<file path="src/rtl/music_pkg.sv">
// Shared types, tone codes and the code-to-one-hot decode for the buzzer sequencer.
package music_pkg;

  localparam int TONE_W = 14;

  typedef enum logic [1:0] {IDLE, PLAY, PAUSE} state_t;

  localparam logic [3:0] REST = 4'd0;
  localparam logic [3:0] L1 = 4'd1, L2 = 4'd2, L3 = 4'd3, L4 = 4'd4;
  localparam logic [3:0] L5 = 4'd5, L6 = 4'd6, L7 = 4'd7;
  localparam logic [3:0] M1 = 4'd8, M2 = 4'd9, M3 = 4'd10, M4 = 4'd11;
  localparam logic [3:0] M5 = 4'd12, M6 = 4'd13, M7 = 4'd14;

  // Codes 1..14 select one bit; rest (0) and the unused code 15 are silence.
  function automatic logic [TONE_W-1:0] decode(input logic [3:0] c);
    logic [TONE_W-1:0] one;
    one = {{(TONE_W-1){1'b0}}, 1'b1};
    if (c >= 4'd1 && c <= 4'd14) return one << (c - 4'd1);
    return '0;
  endfunction

endpackage

</file>
<file path="src/rtl/music_song_rom.sv">
// Combinational song table: idx -> {code, dur}; out-of-range indices read as a one-tick rest.
module music_song_rom
  import music_pkg::*;
#(
  parameter int SONG_LEN = 61,
  parameter int DUR_W    = 3
) (
  input  logic [6:0]       idx,
  output logic [DUR_W+3:0] entry
);

  function automatic logic [DUR_W+3:0] ent(input logic [3:0] c, input int d);
    return {c, DUR_W'(d)};
  endfunction

  always_comb begin
    entry = ent(REST, 1);
    if (int'(idx) < SONG_LEN) begin
      case (idx)
        7'd0:  entry = ent(M3, 2);   7'd1:  entry = ent(M5, 1);   7'd2:  entry = ent(M1, 0);
        7'd3:  entry = ent(M2, 2);   7'd4:  entry = ent(M3, 1);
        7'd5:  entry = ent(M5, 1);   7'd6:  entry = ent(M6, 2);   7'd7:  entry = ent(REST, 1);
        7'd8:  entry = ent(M5, 1);   7'd9:  entry = ent(M3, 2);
        7'd10: entry = ent(M2, 1);   7'd11: entry = ent(M1, 1);   7'd12: entry = ent(L6, 2);
        7'd13: entry = ent(L5, 2);   7'd14: entry = ent(REST, 1);
        7'd15: entry = ent(L5, 1);   7'd16: entry = ent(L6, 1);   7'd17: entry = ent(M1, 2);
        7'd18: entry = ent(M2, 1);   7'd19: entry = ent(M3, 3);
        7'd20: entry = ent(M2, 1);   7'd21: entry = ent(M1, 1);   7'd22: entry = ent(L6, 2);
        7'd23: entry = ent(M1, 4);   7'd24: entry = ent(REST, 2);
        7'd25: entry = ent(M5, 1);   7'd26: entry = ent(M5, 1);   7'd27: entry = ent(M6, 2);
        7'd28: entry = ent(M5, 1);   7'd29: entry = ent(M3, 1);
        7'd30: entry = ent(M2, 2);   7'd31: entry = ent(M1, 1);   7'd32: entry = ent(M2, 1);
        7'd33: entry = ent(M3, 4);   7'd34: entry = ent(REST, 1);
        7'd35: entry = ent(L7, 1);   7'd36: entry = ent(M1, 1);   7'd37: entry = ent(M2, 2);
        7'd38: entry = ent(M4, 1);   7'd39: entry = ent(M3, 1);
        7'd40: entry = ent(M2, 2);   7'd41: entry = ent(M1, 2);   7'd42: entry = ent(L7, 1);
        7'd43: entry = ent(L6, 1);   7'd44: entry = ent(L5, 4);
        7'd45: entry = ent(REST, 1); 7'd46: entry = ent(M3, 1);   7'd47: entry = ent(M5, 1);
        7'd48: entry = ent(M7, 2);   7'd49: entry = ent(M6, 1);
        7'd50: entry = ent(M5, 1);   7'd51: entry = ent(M3, 2);   7'd52: entry = ent(M2, 1);
        7'd53: entry = ent(M1, 1);   7'd54: entry = ent(M2, 2);
        7'd55: entry = ent(M3, 2);   7'd56: entry = ent(M2, 1);   7'd57: entry = ent(M1, 1);
        7'd58: entry = ent(L6, 2);   7'd59: entry = ent(M1, 4);
        7'd60: entry = ent(REST, 2);
        default: entry = ent(REST, 1);
      endcase
    end
  end

endmodule

</file>
<file path="src/rtl/music_sequencer.sv">
// Beat sequencer with keypad arbitration. Define SEQ_LOOP_EN to loop the song instead of
// returning to IDLE after the last entry.
module music_sequencer
  import music_pkg::*;
#(
  parameter int SONG_LEN = 61,
  parameter int DUR_W    = 3
) (
  input  logic              clk_4HZ,
  input  logic              rst,
  input  logic              auto,
  input  logic              start,
  input  logic              stop,
  input  logic              pause,
  input  logic [TONE_W-1:0] Key,
  output logic [TONE_W-1:0] tone,
  output logic [6:0]        note_idx,
  output logic              busy,
  output logic              done
);

  localparam logic [6:0] LAST_IDX = 7'(SONG_LEN - 1);

  state_t           state;
  logic [DUR_W-1:0] dur_cnt;
  logic [6:0]       rom_idx;
  logic [DUR_W+3:0] entry;
  logic [3:0]       e_code;
  logic [DUR_W-1:0] e_dur;
  logic [DUR_W-1:0] e_cnt;
  logic             at_last;
  logic             key_ok;

  assign at_last = (note_idx >= LAST_IDX);
  assign key_ok  = (Key != '0) && ((Key & (Key - 14'd1)) == '0);
  assign e_code  = entry[DUR_W+3:DUR_W];
  assign e_dur   = entry[DUR_W-1:0];
  // Duration 0 plays like duration 1, so both start the count at zero.
  assign e_cnt   = (e_dur == '0) ? '0 : e_dur - DUR_W'(1);

  // The one ROM port looks ahead to whichever entry this tick may load.
  always_comb begin
    rom_idx = note_idx;
    if (state == PLAY && dur_cnt == '0) rom_idx = at_last ? 7'd0 : note_idx + 7'd1;
  end

  music_song_rom #(
    .SONG_LEN(SONG_LEN),
    .DUR_W   (DUR_W)
  ) u_rom (
    .idx  (rom_idx),
    .entry(entry)
  );

  always_ff @(posedge clk_4HZ or negedge rst) begin
    if (!rst) begin
      state    <= IDLE;
      tone     <= '0;
      note_idx <= '0;
      dur_cnt  <= '0;
      busy     <= 1'b0;
      done     <= 1'b0;
    end else begin
      done <= 1'b0;
      if (!auto) begin
        state    <= IDLE;
        note_idx <= '0;
        dur_cnt  <= '0;
        busy     <= 1'b0;
        tone     <= key_ok ? Key : '0;
      end else begin
        case (state)
          IDLE: begin
            tone <= '0;
            if (start && !stop) begin
              state    <= PLAY;
              busy     <= 1'b1;
              note_idx <= '0;
              tone     <= decode(e_code);
              dur_cnt  <= e_cnt;
            end
          end
          PLAY: begin
            if (stop) begin
              state    <= IDLE;
              busy     <= 1'b0;
              tone     <= '0;
              note_idx <= '0;
              dur_cnt  <= '0;
            end else if (pause) begin
              state <= PAUSE;
              tone  <= '0;
            end else if (dur_cnt != '0) begin
              dur_cnt <= dur_cnt - DUR_W'(1);
            end else if (!at_last) begin
              note_idx <= rom_idx;
              tone     <= decode(e_code);
              dur_cnt  <= e_cnt;
            end else begin
              done <= 1'b1;
`ifdef SEQ_LOOP_EN
              note_idx <= '0;
              tone     <= decode(e_code);
              dur_cnt  <= e_cnt;
`else
              state    <= IDLE;
              busy     <= 1'b0;
              tone     <= '0;
              note_idx <= '0;
              dur_cnt  <= '0;
`endif
            end
          end
          PAUSE: begin
            if (stop) begin
              state    <= IDLE;
              busy     <= 1'b0;
              tone     <= '0;
              note_idx <= '0;
              dur_cnt  <= '0;
            end else if (!pause) begin
              state <= PLAY;
              tone  <= decode(e_code);
            end
          end
          default: state <= IDLE;
        endcase
      end
    end
  end

endmodule

</file>
<file path="config.mk">
export PLATFORM = sky130hd
export DESIGN_NAME = music_sequencer
export DESIGN_NICKNAME = d
export VERILOG_FILES = /design/src/rtl/music_pkg.sv /design/src/rtl/music_song_rom.sv /design/src/rtl/music_sequencer.sv
export SDC_FILE = /design/constraint.sdc
export NUM_CORES = 1
export LEC_CHECK = 0
export ABC_AREA = 1
export CORE_UTILIZATION = 45
export CTS_CLUSTER_DIAMETER = 30
export DETAILED_ROUTE_END_ITERATION = 12
export GPL_TIMING_DRIVEN = 0
export PLACE_DENSITY_LB_ADDON = 0.15
export SETUP_SLACK_MARGIN = 0.15
export SYNTH_ARGS = -nofsm -noshare
export SYNTH_HDL_FRONTEND = slang
export SYNTH_SLANG_ARGS = --single-unit
</file>
<file path="constraint.sdc">
create_clock -name clk_4HZ -period 3.6 [get_ports clk_4HZ]
set_input_delay 0.36 -clock clk_4HZ [delete_from_list [all_inputs] [get_ports clk_4HZ]]
set_output_delay 0.36 -clock clk_4HZ [all_outputs]
set_load 0.02 [all_outputs]
</file>
==> results.cfg, run 1 <==
[sta]
whs_ns = 0.108
rsz0062_at_grt = no
hold_viol = 0
slew_headroom_pct = 53.7
fmax_mhz = 306
fin_crit_sh_pct = 90.9
fin_skew_ns = 0.00948
worst_pin_slew_ns = 0.694
period_needed_ns = 3.27
setup_viol = 0
slew_violations = 0

[final_layout]
final_nets = 577
diodes = 0
drive_gt1_share_pct = 15.1
area_delta_synth_final_pct = 24.8
fin_area_um2 = 3800

[detailed_routing]
vias = 3424
via_per_inst = 5.57
firstDrtPassIters = 9
final_antenna_net_count = 0
post_drt_wl_per_cell_um = 14.5
drc = 4
wl_um = 8940
drt_iter0_drc = 269

[clock_tree]
cts_root_buf = clkbuf_8
cts_made_buffers = 3
clk-insertion-delay-late_ns = 0.29
cts_hold_buf = 0
cts_tree = yes
clockBufferDepth = 2
cts_sinks = 28
htreeDepth = 1
path_clk_slew_ns = 0.11

[critical_path]
crit_fanout = 5
cp-end-kind = register
worstRegToRegCells = 24
critPathKind = register to register
cp.required_ns = 3.82
worstPathArrival_ns = 3.49
critPathLaunchType = register

[power]
intPower_w = 0.00104
p_per_area_nw_per_um2 = 535
pwr-share-seq_pct = 22.0
p_leak_nw = 1.77
switching_power_w = 0.000996
combPwrFrac_pct = 65.3
peakVddDrop_mv = 0.269
p_clk_share_pct = 12.8
swShare_pct = 48.9

[synthesis]
synth_cells = 487
ys_warn_count = 0
synth_top_area_cell = dfrtp_1
yosysMostFrequentCell = nand2_1
synthFlopType = dfrtp_1
ys_types = 37
syn_nets = 525
ys_top_cells_by_count = nand2_1 (93), nor2_1 (73), nand3_1 (71)
avgSynthCellArea_um2 = 6.26
async_flop_share_pct = 100
synth_area_leaders = dfrtp_1 (23%), nand3_1 (12%), nand2_1 (11%), nor2_1 (9.0%), inv_1 (8.0%)
synth_seq_area_share_pct = 23.0
syn-cell-area_um2 = 3050
synth_top_area_share_pct = 23.0
synth_seq_cells = 28
synth_edf_count = 0

[place]
placed_area_um2 = 3560
portBuffers = 42
hpwlAfterDp_um = 6780
place_congestion = 0.924

[die]
fp.coreArea_um2 = 6460
die_h_um = 84.3
fp.dieArea_um2 = 7100
ios = 43
fp-row-count = 29
dieWidth_um = 84.3
start_util_pct = 47.2

[min_path]
hold_class = input pin to async pin

[job]
max-cap-violations = 0

[global_route]
grt_antenna_before_repair = 0
overflow = 0
grt_max_degree = 29
grt_pass1_wl_um = 15100
grt_pass1_vias = 3210
grtUsageTotal_pct = 26.3

[run_status]
status = finished, violations left
violations = design-rule violations
==> area by class of cell <==
type                    count  area (um^2)
inverters                  73          285
plain buffers              10         77.6
well taps                  77         96.3
flip-flops and latches     28          701
clock buffers               3         41.3
repair buffers             47          457
fillers                   620         2660
clock inverters             1         30.0
multi-input cells         376         2120
==> kinds of logic (layout without fill, tap and decap cells) <==
group | Yosys count | count (layout) | synth area share (%)
compound gates | 77 | 77 | 14.3
fa+ha+maj | 18 | 18 | 7.39
buf+inv | 83 | 134 | 11.7
flops | 28 | 28 | 23.0
mux | 1 | 1 | 0.370
simple gates | 280 | 280 | 43.2
==> cell usage in the layout (no fill, tap or decap), drive strengths merged, types with 13 or more instances in the layout <==
cell type and instances:
o21ai 34, a21oi 26, nand2 104, inv 70
nor2 84, dfrtp 28, nand3 77, buf 13
ha 18, clkdlybuf4s50 41
==> per-layer routing <==
layer  vias to the layer above  routed length, um  GRT usage, %
met5                         -                  0             0
met4                         0                157          7.21
li1                       1706                  -             -
met2                       149               3810          40.8
met3                        16                675          5.21
met1                      1553               4300          37.3
==> worst paths after layout <==
check                            from         end  slack, ns
max                        dur_cnt[0]     tone[4]       0.33
min                               rst    state[0]       0.11
max reg2reg                dur_cnt[0]     tone[4]       0.33
min reg2reg                dur_cnt[1]  dur_cnt[1]       0.50
max in group asynchronous         rst     tone[3]       3.04
min in group clk_4HZ       dur_cnt[1]  dur_cnt[1]       0.50
==> flip-flops by register name, summed over array words and instances, names as in the netlist <==
register  count
done          1
note_idx      7
dur_cnt       3
tone         14
state         2
busy          1
==> repair_timing <==
action,4_1_cts,5_1_grt
resized for setup,6,27
buffers inserted,3,2
pin swaps,1,3
setup endpoints to repair,17,12
==> critical path, cell delays in order (launching register included) <==
cell and delay (ns):
dfrtp_1 0.40, inv_1 0.07, ha_2 0.19, ha_4 0.18, nand2_2 0.11, nor2_1 0.11
nand3_1 0.13, nand2_4 0.12, clkinvlp_4 0.10, ha_1 0.23, inv_2 0.11, nand3_4 0.12
nand2_1 0.09, nand2_1 0.05, nand3_1 0.11, nand3_1 0.14, nand3_2 0.14, nand2_1 0.09
inv_2 0.07, nand2_1 0.08, nand2_1 0.09, nand2_2 0.09, inv_2 0.12, nand3_1 0.12
a21oi_1 0.15
==> per-stage QoR <==
step	cells	worst slack (ns)	util [%]	TNS, ns	power (W)
floorplan	487	0.486	-	0	0.00128
global placement	606	-0.449	55.2	-3.82	0.00163
detailed placement	606	-0.443	55.2	-3.74	0.00164
CTS	613	0.163	57.0	0	0.00191
global route	615	0.131	58.9	0	0.00220
finish	615	0.327	58.9	0	0.00204
==> power groups by stage <==
stage / logic [W] / clock network (W) / registers (W)
after floorplan: 0.000754 / 0 / 0.000522
after global placement: 0.00118 / 0 / 0.000449
after detailed placement: 0.00119 / 0 / 0.000451
after CTS: 0.00121 / 0.000263 / 0.000445
after global routing: 0.00147 / 0.000276 / 0.000457
final: 0.00133 / 0.000260 / 0.000448
Power figures use the tool's default switching activity.
==> run 2: changes to the inputs <==
Settings changed: CAP_MARGIN set to 30, CORE_UTILIZATION 45 to 36.
==> run 2 against run 1 <==
Net effect:
- the run now ends clean
- combinational power about the same
- via count down 1.9%
- register-to-register slack better by 0.06 ns
- sequential power about the same
- wire length down 1.6%
- critical path depth down 6
- count of clock-buffer cells in the layout unchanged
- worst hold slack better by 0.35 ns
- setup slack better by 0.059 ns
- sequential share of layout area down 0.060 points
- non-clock buffer count unchanged
- critical endpoint is now tone[1]
- largest cell class unchanged
- largest power group unchanged
==> results.cfg, run 2 (synthesis gave the netlist of run 1 again) <==
[power]
power.total_w = 0.00201
peakVddDrop_mv = 0.176
swShare_pct = 48.5
p_per_area_nw_per_um2 = 525
p_leak_nw = 1.77
pwr-share-seq_pct = 22.3
combPwrFrac_pct = 64.7
p_clk_share_pct = 13.0
intPower_w = 0.00103
switching_power_w = 0.000972

[detailed_routing]
drt_iter0_drc = 209
vias = 3360
via_per_inst = 5.23
topRoutingLayerUsed = met4
final_antenna_net_count = 0
wl_met3_um = 345
post_drt_wl_per_cell_um = 13.7
drc = 0
met2WireLength_um = 3960
wl_um = 8800
met1_length_um = 4310
firstDrtPassIters = 5

[critical_path]
ff2ff_setup_slack_ns = 0.39
cp.required_ns = 3.82
rr_endpoint = tone[1]
critPathLaunchType = register
reg2reg_from = dur_cnt[0]
crit_fanout = 6
worstPathArrival_ns = 3.43
critPathKind = register to register
cp-end-kind = register
worstRegToRegCells = 18

[die]
die_h_um = 94.0
start_util_pct = 37.1
fp-row-count = 33
fp.coreArea_um2 = 8220
dieWidth_um = 94.0
ios = 43
fp.dieArea_um2 = 8840

[sta]
period_needed_ns = 3.21
fmax_mhz = 311
worst_pin_slew_ns = 0.631
slew_headroom_pct = 57.8
tns_ns = 0
whs_ns = 0.458
fin_skew_ns = 0.00353
hold_viol = 0
rsz0062_at_grt = yes
fin_crit_sh_pct = 89.3
slew_violations = 0
setup_viol = 0

[final_layout]
area_delta_synth_final_pct = 25.3
layout.cells.non_filler = 643
largest_reg_flops = 14
final_cell_mix = nand2_1 (88), nor2_1 (72), nand3_1 (67)
final_nets = 577
diodes = 0
regMostFlops = tone
utilization_pct = 46.4
largestRegisters = tone x14, note_idx x7, dur_cnt x3
final_common_cell = nand2_1
drive_gt1_share_pct = 13.4
n_fill_cell = 853

[clock_tree]
cts_tree = yes
path_clk_slew_ns = 0.11
clk-insertion-delay-late_ns = 0.28
cts_root_buf = clkbuf_8
cts_made_buffers = 3
clockBufferDepth = 2
cts_sinks = 28
cts_hold_buf = 0
htreeDepth = 1

[global_route]
grt_antenna_before_repair = 0
overflow = 0
grtUsageTotal_pct = 20.9
grt_pass1_wl_um = 14600
grt_max_degree = 19
grt_pass1_vias = 3116

[place]
place_inst = 635
place_congestion = 0.949
hpwlAfterDp_um = 6910
portBuffers = 42

[min_path]
hold_class = input pin to async pin

[job]
max-cap-violations = 0

[run_status]
status = completed
## run 2: timing repair
item | 4_1_cts | 5_1_grt
endpoints found under the setup margin | 17 | 15
buffers inserted | 1 | 3
gates resized for setup | 6 | 18
pin swaps | 0 | 4
## run 2: metal layers
metal | vias to the layer above | GRT usage, %
met5 | - | 0
met3 | 16 | 1.86
met4 | 0 | 6.03
met1 | 1546 | 29.4
li1 | 1697 | -
met2 | 101 | 33.8
## run 2: worst max-delay path by stage
stage / startpoint / end / slack [ns] / depth (start not counted)
finish: dur_cnt[0] / tone[1] / 0.39 / 18
global route: dur_cnt[0] / tone[4] / 0.13 / 22
CTS: dur_cnt[0] / tone[1] / 0.19 / 24
detailed placement: dur_cnt[0] / tone[1] / -0.30 / 24
global placement: dur_cnt[0] / tone[1] / -0.32 / 24
floorplan: dur_cnt[0] / tone[7] / 0.49 / 23
## run 2: cell type report
type | instances | area (um^2) | area share (%)
multi-input combinational | 376 | 2070 | 54.1
clock inverter | 1 | 30.0 | 0.787
inverter | 73 | 288 | 7.54
clock buffer | 3 | 41.3 | 1.08
sequential | 28 | 701 | 18.4
tap | 105 | 131 | 3.44
buffer | 10 | 77.6 | 2.03
timing repair buffer | 47 | 482 | 12.6
## run 2: power by group through the flow
stage	logic [W]	clock network (W)	registers, W
global route	0.00145	0.000279	0.000459
CTS	0.00121	0.000268	0.000449
finish	0.00130	0.000260	0.000447
global placement	0.00118	0	0.000454
detailed placement	0.00119	0	0.000454
floorplan	0.000754	0	0.000522
## run 2: critical path, stage by stage, from the launching register on
cell and delay [ns]:
dfrtp_1 0.41, inv_1 0.06, ha_1 0.19, ha_4 0.21
nand2_4 0.09, nor2_1 0.10, nand3_1 0.13, nand2_4 0.12
clkinvlp_4 0.09, buf_4 0.16, ha_1 0.23, nand2_1 0.16
nand3_1 0.09, nand2_1 0.07, nand3_1 0.13, nand3_2 0.14
nor3b_1 0.46, nand3_1 0.15, a21oi_1 0.15
## run 2: metrics by stage
step / instance area, um^2 / setup WS [ns]
after detailed placement: 3630 / -0.295
after global routing: 3820 / 0.134
after global placement: 3600 / -0.317
after CTS: 3730 / 0.190
final: 3820 / 0.386
after floorplan: 3050 / 0.486
==> run 3: changes to the inputs <==
Settings changed: CORE_ASPECT_RATIO set to 0.6, CORE_UTILIZATION 36 to 35.
==> run 3 against run 2 <==
Net effect:
- combinational power is 12% higher
- critical path depth grew 5
- first-iteration DRC count increased by 91%
- via count increased by 5.0%
- wire length is 16% higher
- critical path type unchanged
- largest power group unchanged
==> results.cfg, run 3 (synthesis gave the netlist of run 1 again) <==
[run_status]
status = completed

[sta]
period_needed_ns = 3.28
worst_slack_ns = 0.322
setup_viol = 0
rsz0062_at_grt = no
fin_crit_sh_pct = 91.0
fin_skew_ns = 0.00359
worst_pin_slew_ns = 0.803
whs_ns = 0.443
hold_viol = 0
fmax_mhz = 305
slew_violations = 0
slew_headroom_pct = 46.2

[power]
p_per_area_nw_per_um2 = 547
p_leak_nw = 1.83
peakVddDrop_mv = 0.277

[final_layout]
area_delta_synth_final_pct = 32.0
drive_gt1_share_pct = 17.2
regMostFlops = tone
n_fill_cell = 848
layout.cells.non_filler = 649
largestRegisters = tone x14, note_idx x7, dur_cnt x3
multi_input_area_um2 = 2190
fin_area_um2 = 4020
final_common_cell = nand2_1
diodes = 0
final_nets = 580
regArea_um2 = 702
final_cell_mix = nand2_1 (84), nor2_1 (72), nand3_1 (63)
largest_reg_flops = 14

[global_route]
grtUsageTotal_pct = 22.6
grt_pass1_vias = 3034
grt_max_degree = 20
grt_pass1_wl_um = 15700
use_met3_pct = 4.29
top_usage_layer = met1
use_met2_pct = 29.5
use_met1_pct = 37.5
grt_antenna_before_repair = 0
overflow = 0

[place]
place_inst = 638
hpwlAfterDp_um = 8010
portBuffers = 42
placed_area_um2 = 3630
place_congestion = 0.956
dp_slack_ns = -0.485

[detailed_routing]
firstDrtPassIters = 4
final_antenna_net_count = 0
post_drt_wl_per_cell_um = 15.7
drt_iter0_drc = 400
wl_um = 10200
drc = 0
vias = 3527
via_per_inst = 5.43

[clock_tree]
clockBufferDepth = 2
htreeDepth = 1
cts_hold_buf = 0
clk-insertion-delay-late_ns = 0.27
cts_sinks = 28
path_clk_slew_ns = 0.07
cts_root_buf = clkbuf_16
cts_made_buffers = 3
cts_tree = yes

[critical_path]
cp.required_ns = 3.80
worstPathArrival_ns = 3.48
cp-end-kind = register
reg2reg_from = dur_cnt[0]
worstRegToRegCells = 23
critPathLaunchType = register
ff2ff_setup_slack_ns = 0.32
rr_endpoint = tone[13]
critPathKind = register to register
crit_fanout = 9

[die]
fp.dieArea_um2 = 9090
start_util_pct = 37.3
die_h_um = 74.3
fp.coreArea_um2 = 8160
fp-row-count = 25
ios = 43
dieWidth_um = 122

[job]
max-cap-violations = 0

[min_path]
hold_class = input pin to async pin
## run 3: cell types whose count changed in the layout (fill, tap and decap cells not counted), sizes merged
| cell | delta |
|---|---|
| buf | +3 |
| clkbuf | +1 |
| bufinv | -1 |
## run 3: per-stage QoR
stage	util [%]	setup TNS (ns)	total power, W
floorplan	-	0	0.00128
global placement	44.1	-4.33	0.00165
detailed placement	44.5	-4.53	0.00166
CTS	46.3	0	0.00199
global route	49.3	0	0.00237
finish	49.3	0	0.00220
## run 3: worst max-delay path, stage by stage, from the launching register on
cell      delay, ns
dfrtp_1        0.38
inv_2          0.06
ha_4           0.16
ha_4           0.20
nand2_4        0.11
clkinv_4       0.09
nand2_4        0.17
nand2_4        0.14
inv_1          0.11
ha_2           0.25
inv_1          0.06
nand2_1        0.10
nand3_1        0.08
nand3_1        0.09
nand2_1        0.06
nand2_1        0.10
nand3_2        0.12
nand2_2        0.10
inv_2          0.04
nand2_2        0.11
nand3_4        0.11
nor2_4         0.27
nand3_2        0.13
a21oi_2        0.16
## run 3: what timing repair did
item / 4_1_cts / 5_1_grt
resized for setup: 9 / 50
endpoints found under the setup margin: 17 / 10
pin swaps: 1 / 13
setup buffers: 3 / 4
## run 3: worst max path at each step
stage               start  slack (ns)  cells after the start       end
5_1_grt        dur_cnt[0]        0.13                     23  tone[13]
4_1_cts        dur_cnt[0]        0.18                     23   tone[2]
3_3_place_gp   dur_cnt[0]       -0.48                     24   tone[5]
6_report       dur_cnt[0]        0.32                     23  tone[13]
3_5_place_dp   dur_cnt[0]       -0.49                     24   tone[5]
2_1_floorplan  dur_cnt[0]        0.49                     23   tone[7]
## run 3: where the power goes
group          leakage [nW]  total (W)  internal [W]  switching, W
Clock                0.0442   0.000285      0.000171      0.000114
Sequential            0.378   0.000452      0.000397     0.0000553
Combinational          1.40    0.00146      0.000570      0.000892
Total                  1.83    0.00220       0.00114       0.00106
## run 3: per-layer routing
layer,vias to the layer above,wire length (um)
met4,0,66
met2,132,3870
met3,11,582
met5,-,0
li1,1723,-
met1,1661,5690
## run 3: final cells by class
| class | instances | area share, % |
|---|---|---|
| Buffer | 10 | 2.15 |
| Clock buffer | 4 | 2.21 |
| Inverter | 73 | 7.41 |
| Multi-Input combinational cell | 376 | 54.5 |
| Sequential cell | 28 | 17.5 |
| Tap cell | 108 | 3.36 |
| Timing Repair Buffer | 50 | 12.9 |
